**src/rtl/upb_sched_pkg.sv**
```systemverilog
`default_nettype none
// ---------------------------------------------------------------------------
// upb_sched_pkg : state type, index width and RAM address packing -- rev 1.0
// ---------------------------------------------------------------------------
package upb_sched_pkg;

  typedef enum logic [2:0] {
    S_IDLE  = 3'd0,
    S_RD    = 3'd1,
    S_ISSUE = 3'd2,
    S_WAIT  = 3'd3,
    S_WR    = 3'd4,
    S_FIN   = 3'd5
  } state_t;

  localparam int NCOEF_DEF = 6;
  localparam int IDXW      = 3;
  localparam int ADDR_MAXW = 9;

  // Widest supported address (64 channels); callers truncate to their AW.
  function automatic logic [ADDR_MAXW-1:0] pack_addr(
    input logic [ADDR_MAXW-IDXW-1:0] ch,
    input logic [IDXW-1:0]           idx
  );
    return {ch, idx};
  endfunction

endpackage
`default_nettype wire

```
**src/rtl/upb_sched_chsel.sv**
```systemverilog
`default_nettype none
// ---------------------------------------------------------------------------
// upb_sched_chsel : lowest enabled channel, or next enabled above i_ch -- rev 1.0
// ---------------------------------------------------------------------------
module upb_sched_chsel #(
  parameter int NCH = 32,
  parameter int CHW = $clog2(NCH)
) (
  input  logic [NCH-1:0] i_en,
  input  logic [CHW-1:0] i_ch,
  input  logic           i_first,
  output logic [CHW-1:0] o_ch,
  output logic           o_found
);

  // Scanning downward lets the lowest qualifying channel win.
  always_comb begin
    o_ch    = '0;
    o_found = 1'b0;
    for (int i = NCH - 1; i >= 0; i--) begin
      if (i_en[i] && (i_first || (i > int'(i_ch)))) begin
        o_ch    = CHW'(i);
        o_found = 1'b1;
      end
    end
  end

endmodule
`default_nettype wire

```
**src/rtl/upb_sched.sv**
```systemverilog
`default_nettype none
// ---------------------------------------------------------------------------
// upb_sched : per-frame scheduler time-sharing one UPB across channels -- rev 1.0
// ---------------------------------------------------------------------------
module upb_sched
  import upb_sched_pkg::*;
#(
  parameter int NCH     = 32,
  parameter int NCOEF   = NCOEF_DEF,
  parameter int BW      = 16,
  parameter int TIMEOUT = 15,
  parameter int CHW     = $clog2(NCH),
  parameter int AW      = CHW + 3
) (
  input  logic            clk,
  input  logic            reset,
  input  logic            frame_start,
  input  logic [NCH-1:0]  ch_en,
  input  logic            err_clr,
  output logic            mem_rd,
  output logic            mem_wr,
  output logic [AW-1:0]   mem_addr,
  output logic [BW-1:0]   mem_wdata,
  input  logic [BW-1:0]   mem_rdata,
  output logic            upb_start,
  output logic [CHW-1:0]  upb_ch,
  output logic [2:0]      upb_idx,
  output logic [BW-1:0]   upb_bn,
  input  logic            upb_done,
  input  logic [BW-1:0]   upb_bnp,
  output logic            busy,
  output logic            frame_done,
  output logic            err_timeout,
  output logic            err_overrun
);

  localparam int TW = $clog2(TIMEOUT + 1);

  state_t          r_state;
  state_t          w_next;
  logic [NCH-1:0]  r_en;
  logic            r_go;
  logic [CHW-1:0]  r_ch;
  logic [IDXW-1:0] r_idx;
  logic [BW-1:0]   r_bn;
  logic [BW-1:0]   r_bnp;
  logic [TW-1:0]   r_timer;
  logic            r_err_to;
  logic            r_err_ov;

  logic [CHW-1:0]  w_sel_ch;
  logic            w_found;
  logic            w_last_idx;
  logic            w_tmo;
  logic            w_advance;
  logic            w_adv_rd;
  logic            w_ov_set;
  logic [AW-1:0]   w_addr;
  logic            w_job;

  upb_sched_chsel #(
    .NCH (NCH),
    .CHW (CHW)
  ) u_chsel (
    .i_en    (r_en),
    .i_ch    (r_ch),
    .i_first (r_state == S_IDLE),
    .o_ch    (w_sel_ch),
    .o_found (w_found)
  );

  assign w_last_idx = (r_idx == IDXW'(NCOEF - 1));
  // Timeout fires in the WAIT cycle where the timer would reach TIMEOUT,
  // so a done arriving in that same cycle still wins.
  assign w_tmo      = (r_state == S_WAIT) && !upb_done && (r_timer == TW'(TIMEOUT - 1));
  assign w_advance  = (r_state == S_WR) || w_tmo;
  assign w_adv_rd   = !w_last_idx || w_found;
  assign w_ov_set   = frame_start && (r_state != S_IDLE);

  always_ff @(posedge clk or posedge reset) begin
    if (reset) begin
      r_state <= S_IDLE;
    end else begin
      r_state <= w_next;
    end
  end

  always_comb begin
    w_next = r_state;
    case (r_state)
      S_IDLE:  if (r_go && !frame_start) w_next = w_found ? S_RD : S_FIN;
      S_RD:    w_next = S_ISSUE;
      S_ISSUE: w_next = S_WAIT;
      S_WAIT: begin
        if (upb_done)   w_next = S_WR;
        else if (w_tmo) w_next = w_adv_rd ? S_RD : S_FIN;
      end
      S_WR:    w_next = w_adv_rd ? S_RD : S_FIN;
      S_FIN:   w_next = S_IDLE;
      default: w_next = S_IDLE;
    endcase
  end

  always_ff @(posedge clk or posedge reset) begin
    if (reset) begin
      r_en     <= '0;
      r_go     <= 1'b0;
      r_ch     <= '0;
      r_idx    <= '0;
      r_bn     <= '0;
      r_bnp    <= '0;
      r_timer  <= '0;
      r_err_to <= 1'b0;
      r_err_ov <= 1'b0;
    end else begin
      if (r_state == S_IDLE) begin
        if (frame_start) begin
          r_en <= ch_en;
          r_go <= 1'b1;
        end else if (r_go) begin
          r_go  <= 1'b0;
          r_ch  <= w_sel_ch;
          r_idx <= '0;
        end
      end
      if (r_state == S_ISSUE) begin
        r_bn    <= mem_rdata;
        r_timer <= '0;
      end
      if (r_state == S_WAIT) begin
        if (upb_done) r_bnp   <= upb_bnp;
        else          r_timer <= r_timer + TW'(1);
      end
      if (w_advance) begin
        if (!w_last_idx) begin
          r_idx <= r_idx + IDXW'(1);
        end else if (w_found) begin
          r_ch  <= w_sel_ch;
          r_idx <= '0;
        end
      end
      // A set event in the same cycle as err_clr keeps the flag set.
      if (w_tmo)        r_err_to <= 1'b1;
      else if (err_clr) r_err_to <= 1'b0;
      if (w_ov_set)     r_err_ov <= 1'b1;
      else if (err_clr) r_err_ov <= 1'b0;
    end
  end

  assign w_addr      = AW'(pack_addr((ADDR_MAXW - IDXW)'(r_ch), r_idx));
  assign w_job       = (r_state == S_ISSUE) || (r_state == S_WAIT);

  assign busy        = (r_state != S_IDLE);
  assign frame_done  = (r_state == S_FIN);
  assign mem_rd      = (r_state == S_RD);
  assign mem_wr      = (r_state == S_WR);
  assign mem_addr    = (mem_rd || mem_wr) ? w_addr : '0;
  assign mem_wdata   = mem_wr ? r_bnp : '0;
  assign upb_start   = (r_state == S_ISSUE);
  assign upb_ch      = w_job ? r_ch : '0;
  assign upb_idx     = w_job ? r_idx : '0;
  assign upb_bn      = (r_state == S_ISSUE) ? mem_rdata :
                       (r_state == S_WAIT)  ? r_bn      : '0;
  assign err_timeout = r_err_to;
  assign err_overrun = r_err_ov;

endmodule
`default_nettype wire

```
**config.mk**
```make
export PLATFORM = sky130hd
export DESIGN_NAME = upb_sched
export DESIGN_NICKNAME = d
export VERILOG_FILES = /design/src/rtl/upb_sched_pkg.sv /design/src/rtl/upb_sched_chsel.sv /design/src/rtl/upb_sched.sv
export SDC_FILE = /design/constraint.sdc
export NUM_CORES = 1
export LEC_CHECK = 0
export CAP_MARGIN = 25
export CORE_MARGIN = 10
export CORE_UTILIZATION = 40
export CTS_CLUSTER_SIZE = 28
export DETAILED_ROUTE_END_ITERATION = 12
export PLACE_DENSITY_LB_ADDON = 0.25
export SYNTH_ARGS = -nofsm -noshare
export SYNTH_HDL_FRONTEND = slang
export SYNTH_SLANG_ARGS = --single-unit
```
**constraint.sdc**
```tcl
create_clock -name clk -period 3.79 [get_ports clk]
set_input_delay 0.9475 -clock clk [delete_from_list [all_inputs] [get_ports clk]]
set_output_delay 0.9475 -clock clk [all_outputs]
set_load 0.005 [all_outputs]
```
==> flow_metrics.env <==
export IMPL_outcome="finished clean"
export IMPL_n_fill_cell=1129
export IMPL_start_kind="flip-flop"
export IMPL_overall_die_height_um=131.5
export IMPL_firstDrtPassIters=5
export IMPL_initial_core_util_pct=41.07
export IMPL_critical_path_arrival_ns=2.42
export IMPL_layout_min_cycle_time_ns=3.369
export IMPL_antenna_cells_inserted=0
export IMPL_dieWidth_um=131.5
export IMPL_clock_skew_ns=0.01053
export IMPL_setup_total_negative_slack_ns=0
export IMPL_total_leakage_power_nw=2.745
export IMPL_clock_sinks=82
export IMPL_required_ns=2.84
export IMPL_largest_family_of_logic_cells_by_synthesized_area="multiplexers"
export IMPL_vias=4415
export IMPL_tightestPinTransition_ns=0.9715
export IMPL_synth_main_ff_cell="dfrtp_1"
export IMPL_first_iter_violations=331
export IMPL_yosys_area_share_adder_pct=1.006
export IMPL_worstSetupEndpointType="output pin"
export IMPL_post_synth_top_area_cell="dfrtp_1"
export IMPL_post_drt_via_cell_ratio=5.512
export IMPL_utilization_pct=55.28
export IMPL_fmaxAchievable_mhz=296.9
export IMPL_synth_enable_flop_cells=0
export IMPL_post_route_cells_drive_above_1_share_pct=16.43
export IMPL_groute_usage_overall_pct=17.16
export IMPL_seqCellArea_mm2=0.002052
export IMPL_dp_cells=785
export IMPL_remaining_design_rule_violation_count=0
export IMPL_core_area_mm2=0.01211
export IMPL_postCtsSetupBuffers=0
export IMPL_netlist_top_cells_count="dfrtp_1 (82), mux2_2 (62), nor2_1 (50)"
export IMPL_syn_to_final_growth_pct=34.58
export IMPL_final_max_slew_violation_count=0
export IMPL_multi_input_comb_area_mm2=0.002709
export IMPL_clock_insertion_delay_worst_skew_ns=0.35
export IMPL_number_of_global_route_vias_before_repair=4671
export IMPL_timing_worst_setup_path_type="flip-flop to output pin"
export IMPL_timing_max_cap_violations=0
export IMPL_critical_path_peak_fanout=16
export IMPL_post_cts_resize_count=0
export IMPL_synthDistinctLibCells=64
export IMPL_min_delay_path_class="flip-flop to flip-flop"
export IMPL_max_vdd_ir_drop_mv=0.4116
export IMPL_synth_avg_cell_area_um2=9.679
export IMPL_gp_congestion=0.8595
export IMPL_final_hold_viol_count=0
export IMPL_synth_compound_area_share_pct=17.35
export IMPL_detailed_placement_wirelength_estimate_mm=11.02
export IMPL_routed_wire_length_per_instance_um=18.26
export IMPL_clock_path_buffers=2
export IMPL_design_portCount=124
export IMPL_synth_cell_area_mm2=0.004975
export IMPL_dr_wl_met2_mm=7.357
export IMPL_clockRootBuffer="clkbuf_16"
export IMPL_unrepaired_setup_endpoints_after_global_routing="no"
export IMPL_layoutNonFillerInstCount=801
export IMPL_post_synth_xor_xnor_area_pct=0
export IMPL_yosys_register_bits=82
export IMPL_detail_route_wirelength_met1_mm=5.864
export IMPL_cts_made_buffers=9
export IMPL_netlist_area_leader_share_pct=41.25
export IMPL_top_layer_used="met4"
export IMPL_finish_net_count=701
export IMPL_core_rowCount=40
export IMPL_r2r_setup_slack_ns=0.81
export IMPL_yosysMostFrequentCell="dfrtp_1"
export IMPL_slew_headroom_pct=34.21
export IMPL_yosys_warnings=0
export IMPL_grt_max_degree=46
export IMPL_layout_worst_path_cycle_share_pct=88.88
export IMPL_grt_ovfl_total=0
export IMPL_netlist_top_cells_area="dfrtp_1 (41%), mux2_2 (14%), o21ai_0 (4.3%)"
export IMPL_synth_async_sr_flop_share_pct=100.0
export IMPL_yosys_mux_area_fraction_pct=18.46
export IMPL_mappedNetlistNets=587
export IMPL_cts_hold_buffers_added=0
export IMPL_routed_wl_mm=14.62
export IMPL_setup_viol=0
export IMPL_route_met3_wl_mm=1.245
export IMPL_cts_tree="yes"
export IMPL_part_of_the_yosys_area_used_for_sequential_elements_pct=41.25
export IMPL_port_buffer_count=123
export IMPL_h_tree_depth=3
export IMPL_antenna_left=0
export IMPL_fp_dieArea_mm2=0.01730
export IMPL_postSynthCellCount=514
export IMPL_p_per_area_mw_per_mm2=830.6
export IMPL_grt_pass1_wl_mm=24.80
export IMPL_post_synth_and_or_nand_nor_area_fraction_pct=17.63
export IMPL_clk_transition_reported_paths_ns=0.06
export IMPL_antenna_found_initial=0
[logic make-up after synthesis]
logic type | count (synthesis)
DFF | 82
AOI/OAI and AO/OA | 132
buffers and inverters | 48
and+or+nand+nor | 165
muxes | 83
adders and majority gates | 4
[cell type report]
type,instances,share of cell area [%]
Inverter,13,0.7475
Multi-Input combinational cell,384,40.46
Clock buffer,11,3.625
Timing Repair Buffer,138,20.44
Tap cell,168,3.140
Clock inverter,5,0.9344
Sequential cell,82,30.65
[worst paths after layout]
kind                             from     endpoint  cells after the start
min reg2reg                  r_bnp[6]     r_bnp[6]                      1
min                          r_bnp[6]     r_bnp[6]                      1
max in group asynchronous       reset     r_en[22]                      3
min in group asynchronous       reset     r_bnp[8]                      2
max                        r_state[0]  mem_addr[2]                      5
max reg2reg                   r_ch[2]      r_ch[2]                      7
[worst max-delay path, stage by stage (launching register included)]
cell and delay (ns):
dfrtp_1 0.55, buf_4 0.34, nor3b_1 0.29, nor2_1 0.20
nor2b_1 0.15, clkdlybuf4s50_1 0.54
[where the power goes]
group	internal, mW	switching, mW	total [mW]	leakage [nW]
combinational	1.47	1.45	2.92	1.62
sequential	1.29	0.450	1.74	0.986
clock	0.532	0.366	0.898	0.142
total	3.29	2.27	5.56	2.75
[metrics by stage]
stage / power [mW] / instance area [um2] / worst slack, ns / hold slack [ns]
after floorplan: 3.604 / 4975 / 0.7341 / 0.4419
after global placement: 4.586 / 6390 / 0.6914 / 0.4786
after detailed placement: 4.656 / 6390 / 0.6657 / 0.4881
after CTS: 5.585 / 6695 / 0.4147 / 0.5027
after global routing: 6.028 / 6695 / 0.2270 / 0.5153
final: 5.561 / 6695 / 0.4215 / 0.4963
[flip-flops by register name, summed over array words and instances, names as in the netlist]
register,flops
r_go,1
r_state,3
err_timeout,1
r_idx,3
r_bn,16
r_timer,4
r_bnp,16
r_en,32
r_ch,5
err_overrun,1
[layout by cell type, fill, tap and decap left out, types with 3 or more instances in the layout]
cell,n
nand4_1,4
clkdlybuf4s50_1,123
nor3b_1,7
a211oi_1,6
and2_1,9
nor3_1,8
nand2b_1,7
o31ai_1,4
mux2_2,62
nor2b_1,10
o21a_1,4
a31oi_1,4
o21ai_0,43
a21oi_1,25
a21o_1,5
or2_2,3
a21boi_0,5
mux2i_1,19
and3_1,16
ha_1,4
nand3_1,7
clkbuf_16,9
nand3b_1,3
inv_1,12
or3_1,3
buf_4,13
nor2_1,50
nand2_1,24
o22ai_1,3
nor4_1,4
o211ai_1,5
dfrtp_1,82
[metal layers]
| layer | track usage (%) | up-vias |
|---|---|---|
| li1 | - | 2100 |
| met1 | 19.39 | 2159 |
| met2 | 29.33 | 140 |
| met3 | 6.974 | 16 |
| met4 | 4.450 | 0 |
| met5 | 0 | - |
No activity file was read; power rests on OpenSTA's default activity.
